**src/rtl/dmem_arbiter.sv**
```systemverilog
// Round-robin arbiter that shares one data-memory port between N_CORES cores.
// Each granted request runs IDLE -> ACCESS -> (WAIT x MEM_LAT for reads) -> RESP,
// and the requester receives a one-cycle ack, with the read data on reads.
module dmem_arbiter #(
    parameter int unsigned N_CORES = 4,
    parameter int unsigned AW      = 16,
    parameter int unsigned DW      = 16,
    parameter int unsigned MEM_LAT = 1
) (
    input  logic                  clk,
    input  logic                  RESET,
    input  logic [N_CORES-1:0]    core_rd,
    input  logic [N_CORES-1:0]    core_wr,
    input  logic [N_CORES*AW-1:0] core_addr,
    input  logic [N_CORES*DW-1:0] core_wdata,
    output logic [N_CORES-1:0]    core_ack,
    output logic [DW-1:0]         core_rdata,
    output logic [AW-1:0]         mem_addr,
    output logic [DW-1:0]         mem_wdata,
    output logic                  mem_we,
    output logic                  mem_re,
    input  logic [DW-1:0]         mem_rdata,
    output logic                  busy,
    output logic                  err
);

    localparam int unsigned IW = $clog2(N_CORES);
    localparam int unsigned CW = 3;  // holds MEM_LAT-1 for MEM_LAT up to 4

    typedef enum logic [1:0] {StIdle, StAccess, StWait, StResp} state_e;

    state_e             state_q, state_d;
    logic [IW-1:0]      grant_q, grant_d;
    logic [IW-1:0]      last_q, last_d;
    logic [AW-1:0]      addr_q, addr_d;
    logic [DW-1:0]      wdata_q, wdata_d;
    logic [DW-1:0]      rdata_q, rdata_d;
    logic               is_wr_q, is_wr_d;
    logic [CW-1:0]      cnt_q, cnt_d;
    logic               err_q, err_d;
    logic [N_CORES-1:0] req;
    logic [IW-1:0]      cand;
    logic [IW-1:0]      gsel;
    logic               found;

    assign req = core_rd | core_wr;

    // Cyclic search for the first requester after the last granted core
    always_comb begin
        found = 1'b0;
        gsel  = '0;
        cand  = '0;
        for (int unsigned i = 1; i <= N_CORES; i++) begin
            cand = IW'((32'(last_q) + i) % N_CORES);
            if (!found && req[cand]) begin
                found = 1'b1;
                gsel  = cand;
            end
        end
    end

    // Next-state logic and decoded memory/ack strobes
    always_comb begin
        state_d  = state_q;
        grant_d  = grant_q;
        last_d   = last_q;
        addr_d   = addr_q;
        wdata_d  = wdata_q;
        rdata_d  = rdata_q;
        is_wr_d  = is_wr_q;
        cnt_d    = cnt_q;
        mem_we   = 1'b0;
        mem_re   = 1'b0;
        core_ack = '0;
        unique case (state_q)
            StIdle: begin
                if (found) begin
                    grant_d = gsel;
                    addr_d  = core_addr[gsel*AW +: AW];
                    wdata_d = core_wdata[gsel*DW +: DW];
                    // rd and wr together resolve to a write
                    is_wr_d = core_wr[gsel];
                    state_d = StAccess;
                end
            end
            StAccess: begin
                if (is_wr_q) begin
                    mem_we  = 1'b1;
                    state_d = StResp;
                end else begin
                    mem_re  = 1'b1;
                    cnt_d   = CW'(MEM_LAT - 1);
                    state_d = StWait;
                end
            end
            StWait: begin
                if (cnt_q == '0) begin
                    rdata_d = mem_rdata;
                    state_d = StResp;
                end else begin
                    cnt_d = cnt_q - 1'b1;
                end
            end
            StResp: begin
                core_ack[grant_q] = 1'b1;
                last_d            = grant_q;
                state_d           = StIdle;
            end
            default: state_d = StIdle;
        endcase
    end

    // Sticky protocol error: any core strobing rd and wr in the same cycle
    assign err_d = err_q | (|(core_rd & core_wr));

    // State and datapath registers, cleared asynchronously
    always_ff @(posedge clk or negedge RESET) begin
        if (!RESET) begin
            state_q <= StIdle;
            grant_q <= '0;
            last_q  <= IW'(N_CORES - 1);
            addr_q  <= '0;
            wdata_q <= '0;
            rdata_q <= '0;
            is_wr_q <= 1'b0;
            cnt_q   <= '0;
            err_q   <= 1'b0;
        end else begin
            state_q <= state_d;
            grant_q <= grant_d;
            last_q  <= last_d;
            addr_q  <= addr_d;
            wdata_q <= wdata_d;
            rdata_q <= rdata_d;
            is_wr_q <= is_wr_d;
            cnt_q   <= cnt_d;
            err_q   <= err_d;
        end
    end

    assign mem_addr   = addr_q;
    assign mem_wdata  = wdata_q;
    assign core_rdata = rdata_q;
    assign busy       = (state_q != StIdle);
    assign err        = err_q;

endmodule

```
**config.mk**
```make
export PLATFORM = sky130hd
export DESIGN_NAME = dmem_arbiter
export DESIGN_NICKNAME = d
export VERILOG_FILES = /design/src/rtl/dmem_arbiter.sv
export SDC_FILE = /design/constraint.sdc
export NUM_CORES = 1
export LEC_CHECK = 0
export ABC_AREA = 0
export CAP_MARGIN = 15
export CORE_MARGIN = 4
export CORE_UTILIZATION = 38
export DETAILED_ROUTE_END_ITERATION = 7
export HOLD_SLACK_MARGIN = 0.03
export PLACE_DENSITY = 0.88
export SLEW_MARGIN = 10
export SYNTH_ARGS = -nofsm -noshare
export SYNTH_HDL_FRONTEND = slang
export SYNTH_SLANG_ARGS = --single-unit
```
**constraint.sdc**
```tcl
create_clock -name clk -period 2.4 [get_ports clk]
set_clock_uncertainty 0.05 [all_clocks]
set_input_delay 0.36 -clock clk [delete_from_list [all_inputs] [get_ports clk]]
set_output_delay 0.36 -clock clk [all_outputs]
set_load 0.01 [all_outputs]
```
==> results of run 1 <==
==> path summary, 6_finish.rpt <==
kind,startpoint,endpoint,depth (start not counted)
max,state_q[0],busy,4
min,err,err,2
max reg2reg,last_q[1],mem_wdata[6],6
min reg2reg,err,err,2
max in group asynchronous,RESET,mem_addr[14],3
min in group asynchronous,RESET,core_rdata[0],2
==> cell families (layout without fill, tap and decap cells) <==
logic type | count (synthesis) | after routing | share of synthesized area [%]
mux | 80 | 80 | 23.0
fa+ha+maj | 6 | 6 | 2.10
compound gates | 61 | 61 | 18.4
buf+inv | 27 | 256 | 5.99
flops | 59 | 59 | 41.4
simple gates | 73 | 73 | 9.08
==> cell usage in the layout (no fill, tap or decap), drive strengths merged, types with 2 or more instances in the layout <==
| cell | netlist | routed |
|---|---|---|
| clkdlybuf4s50 | 0 | 208 |
| mux2i | 64 | 64 |
| dfrtp | 57 | 57 |
| nand2 | 46 | 46 |
| o221ai | 33 | 33 |
| buf | 13 | 22 |
| mux2 | 16 | 16 |
| clkbuf | 5 | 12 |
| nor2 | 10 | 10 |
| o21ai | 10 | 10 |
| inv | 9 | 9 |
| nand3 | 6 | 6 |
| ha | 6 | 6 |
| a21oi | 5 | 5 |
| clkinv | 0 | 3 |
| nor2b | 2 | 2 |
| a211oi | 2 | 2 |
| a31oi | 2 | 2 |
| dfstp | 2 | 2 |
| nor4 | 2 | 2 |
==> power breakdown <==
group | total, mW | internal, mW | switching [mW]
combinational | 4.08 | 2.22 | 1.87
sequential | 1.78 | 1.48 | 0.298
clock | 0.930 | 0.535 | 0.395
==> routing by layer <==
metal / wire, µm / GRT usage (%)
met5: 0 / 0
met4: 233 / 6.56
met3: 1120 / 8.28
met2: 6170 / 38.7
met1: 4510 / 24.0
==> metrics by stage <==
step                      hold slack, ns  worst slack, ns  setup TNS (ns)
after detailed placement           0.390           -0.123           -2.43
final                              0.425            0.148               0
after CTS                          0.434            0.138               0
after floorplan                   0.0144            0.434               0
after global routing               0.471           0.0322               0
after global placement             0.381          -0.0764           -1.21
==> cell type report <==
class	instances	area, µm²
fillers	734	3130
multi-input cells	220	1880
clock inverters	4	48.8
inverters	9	33.8
clock buffers	12	155
flip-flops and latches	59	1480
repair buffers	231	2330
well taps	111	139
==> timing repair <==
item | in CTS | in global routing
setup endpoints to repair | 0 | 1
hold endpoints to repair | 3 | 0
gates resized for setup | 0 | 1
hold buffers | 1 | 0
==> flip-flops by register name, indices dropped and copies added (netlist names) <==
name	count
cnt_q	3
core_rdata	16
err	1
grant_q	2
is_wr_q	1
last_q	2
mem_addr	16
mem_wdata	16
state_q	2
==> critical path: cells and delay by family, from the launching register on <==
kind,cells,cell delay [ns]
buffers and inverters,3,0.78
DFF,1,0.45
adders and majority gates,1,0.28
==> results.md, run 1 <==
* Num CTS Buffers at 9
* Post-synth top area share at 40.0%
* Final antenna-violating net count at 0
* Initial antenna violation count at 0
* Cell Rows at 35
* Cell Area, Placed at 0.00585 mm²
* Maximum clock path buffer count at 2
* Outcome: finished clean
* Root buffer cell: clkbuf_8
* Post-DR wirelength/cell at 18.6 µm
* GR Overflow Total at 0
* Max-slew headroom at 54.5%
* Avg Cell Area, Syn at 11.7 µm²
* Fraction of registers with async set or reset after synthesis at 100%
* Post-route clock period utilization at 93.8%
* Largest net degree at the start of global routing at 37
* Via count at 3,429
* Synth warn at 0
* Clock Sinks at 59
* First-pass GRT wire length at 19,100 µm
* Setup repair after global routing missed its margin: false
* Seq/Total Area, Yosys at 41.4%
* 1st-pass router iterations at 4
* PwrDens at 1120 mW/mm²
* Top FF cell, synth: dfrtp_1
* Die area at 0.0110 mm²
* Minimum clock period at 2.25 ns
* Hold Path Class: flip-flop to flip-flop
* Vias/cell at 5.31
* Max Clk Rate at 444 MHz
* Max cap viols at 0
* WP data required at 1.99 ns
* Placed Cells at 629
* CTS tree: done
* Chip Width at 105 µm
* Area Overhead vs Synth at 70.0%
* Reg-to-reg setup timing slack at 0.36 ns
* Critical path class: flip-flop to output port
* Number of port buffers at 209
* Final hold violation count at 0
* Most frequent cell after synthesis: mux2i_1
* Worst-Skew Late Latency at 0.33 ns
* Final setup violating endpoints at 0
* GPL Wtd Cong at 0.818
* Slowest stage delay, CP at 0.56 ns
* Post-synth top cells: mux2i_1, dfrtp_1, nand2_1
* Share of layout cells above drive strength 1 at 17.4%
* CP arrival at 1.84 ns
* DRC viols at 0
* Max FO, Critical Path at 6
* Placed wire-length estimate at 9490 µm
* Die Height at 105 µm
* Cell mode on critical path: inv_1
* CP max stage cell: clkdlybuf4s50_1
* Startpoint Class: flip-flop
* P_leak at 2.55 nW
* Initial Util at 38.8%
* Total power at 6.80 mW
* Synth area leader: dfrtp_1
* Synth Net Count at 466
* Total global-route track usage at 21.8%
* Number of DRC violations after detailed-routing iteration 0 at 139
* Layout Cells excl Fill at 646
* Number of synthesized flops with an enable pin at 0
* N_diodes at 0
* Synth top area cells: dfrtp_1, mux2i_1, o221ai_2
* Worst Tran Pin Value at 0.683 ns
* Worst VDD drop at 0.000654 V
* Fin. max-slew vios at 0
* Setup bufs post-CTS at 0
* Cells after Synth at 306
* Vias in the first global route at 3,776
* Htree depth at 3
* Mapped Area at 0.00357 mm²
* Worst-path cell chain: inv_1 -> ha_1 -> inv_1 -> clkdlybuf4s50_1
* Post-route core utilization at 66.0%
* WL final at 12,000 µm
* Clock transition at the registers of the reported paths at 0.06 ns
* CP Capture Type: output port
* Synth unique cells at 42
* Core area at 0.00920 mm²
* Seq cells post-synth at 59
* Final Net Count at 690
* Final cell area excluding filler cells at 0.00607 mm²
* Num ports at 210
Note: power is estimated with default switching activity, not from simulation.
==> inputs of run 2 (changes only) <==
--- a/config.mk
+++ b/config.mk
@@ -8,10 +8,10 @@
 export ABC_AREA = 0
 export CAP_MARGIN = 15
 export CORE_MARGIN = 4
-export CORE_UTILIZATION = 38
+export CORE_UTILIZATION = 41
 export DETAILED_ROUTE_END_ITERATION = 7
 export HOLD_SLACK_MARGIN = 0.03
-export PLACE_DENSITY = 0.88
+export PLACE_DENSITY = 0.93
 export SLEW_MARGIN = 10
 export SYNTH_ARGS = -nofsm -noshare
 export SYNTH_HDL_FRONTEND = slang
==> constraint.sdc (replaced) <==
create_clock -name clk -period 2.8 [get_ports clk]
set_clock_uncertainty 0.05 [all_clocks]
set_input_delay 0.42 -clock clk [delete_from_list [all_inputs] [get_ports clk]]
set_output_delay 0.42 -clock clk [all_outputs]
set_load 0.05 [all_outputs]
==> results.md, run 2 (synthesis results as in run 1) <==
* Outcome: finished clean
* WL final at 11,900 µm
* CP arrival at 2.13 ns
* Total global-route track usage at 22.7%
* Worst-path cell chain: ha_1 -> nor3b_1 -> clkdlybuf4s50_1
* Setup repair after global routing missed its margin: false
* 1st-pass router iterations at 5
* Cts hold-fix bufs at 0
* Core area at 0.00834 mm²
* Critical path class: flip-flop to output port
* Chip Width at 101 µm
* CP Capture Type: output port
* Cell Rows at 33
* Max-slew headroom at 52.6%
* CP max stage cell: clkdlybuf4s50_1
* Worst R2R End: mem_wdata[2]
* Maximum clock path buffer count at 2
* Final cell area excluding filler cells at 0.00595 mm²
* Number of DRC violations after detailed-routing iteration 0 at 72
* Area Overhead vs Synth at 66.6%
* Worst r2r src: last_q[1]
* Worst Tran Pin Value at 0.711 ns
* Via count at 3,392
* Vias/cell at 5.37
* Fin. max-slew vios at 0
* GPL Wtd Cong at 0.848
* Worst-Skew Late Latency at 0.32 ns
* Worst Path Buf+Inv at 1
* PwrDens at 1160 mW/mm²
* Clock transition at the registers of the reported paths at 0.06 ns
* Max cap viols at 0
* Slowest stage delay, CP at 0.87 ns
* Root buffer cell: clkbuf_8
* Die Height at 101 µm
* Final hold violation count at 0
* Placed wire-length estimate at 9320 µm
* Commonest non-fill, non-tap cell in the layout: clkdlybuf4s50_1
* Fillers at 594
* Most frequent cells in the layout: clkdlybuf4s50_1, mux2i_1, dfrtp_1
* Num CTS Buffers at 9
* P_leak at 2.49 nW
* Post-route clock period utilization at 92.7%
* First-pass GRT wire length at 18,200 µm
* Number of port buffers at 209
* Post-DR wirelength/cell at 18.8 µm
* DRC viols at 0
* CTS tree: done
* Share of layout cells above drive strength 1 at 15.9%
* Final setup violating endpoints at 0
* Final Net Count at 682
* N_diodes at 0
* GR Overflow Total at 0
* Setup bufs post-CTS at 0
* Vias in the first global route at 3,743
* Largest net degree at the start of global routing at 37
* Startpoint Class: flip-flop
* Max FO, Critical Path at 6
* Setup TNS at 0 ns
* Resize count post-CTS at 0
* Max Clk Rate at 385 MHz
* WP data required at 2.33 ns
* Cell Area, Placed at 0.00576 mm²
* Hold Path Class: input pin to async pin
* Die area at 0.0103 mm²
* Initial antenna violation count at 1
* Cell family with most CP delay: buffers and inverters
* R2R depth at 6
* Reg-to-reg setup timing slack at 0.59 ns
* Minimum clock period at 2.60 ns
* Num ports at 210
* Final antenna-violating net count at 0
* Worst VDD drop at 0.000880 V
* Crit path launch: state_q[0]
* Htree depth at 3
* Initial Util at 42.8%
* Clock Sinks at 59
## run 2: cell types whose count changed in the layout (fill, tap and decap cells not counted)
cell | previous run | this run
buf_12 | 6 | 3
bufinv_16 | 1 | 0
ha_1 | 5 | 6
clkbuf_1 | 1 | 2
clkinv_2 | 2 | 1
dlygate4sd3_1 | 1 | 0
buf_4 | 15 | 11
clkbuf_8 | 11 | 13
ha_2 | 1 | 0
clkinv_4 | 1 | 0
## run 2: stage by stage
| stage | hold slack (ns) | util (%) | cells | setup WS [ns] | total power, mW |
|---|---|---|---|---|---|
| after floorplan | 0.0744 | - | 306 | 0.525 | 4.80 |
| after global placement | 0.409 | 69.0 | 616 | 0.181 | 6.01 |
| after detailed placement | 0.423 | 69.0 | 616 | 0.137 | 6.15 |
| after CTS | 0.115 | 71.3 | 632 | 0.175 | 6.92 |
| after global routing | 0.131 | 71.3 | 632 | 0.0794 | 7.25 |
| final | 0.0957 | 71.3 | 632 | 0.205 | 6.87 |
## run 2: report_power, final
group | leakage, nW | switching, mW | internal (mW)
Clock | 0.0997 | 0.328 | 0.418
Combinational | 1.68 | 2.76 | 1.83
Sequential | 0.712 | 0.257 | 1.27
## run 2: final cells by class
cell class	count	area, µm²	share of cell area (%)
flip-flops and latches	59	1480	24.9
well taps	105	131	2.21
inverters	9	33.8	0.568
repair buffers	223	2230	37.5
clock inverters	1	5.00	0.0842
clock buffers	15	186	3.13
multi-input cells	220	1880	31.6
## run 2: how the worst max path moves through the flow
stage	end	slack, ns	cells past startpoint
2_1_floorplan	core_ack[0]	0.52	2
3_3_place_gp	mem_addr[1]	0.18	7
3_5_place_dp	mem_addr[7]	0.14	7
4_1_cts	core_ack[0]	0.17	3
5_1_grt	core_ack[0]	0.08	3
6_report	core_ack[0]	0.20	3
## run 2: metal layers
layer	vias to the layer above	track usage (%)	part of all wire, %
li1	1581	-	-
met1	1601	24.8	36
met2	178	38.9	49
met3	30	8.95	12
met4	2	9.82	3.2
met5	-	0	0.067
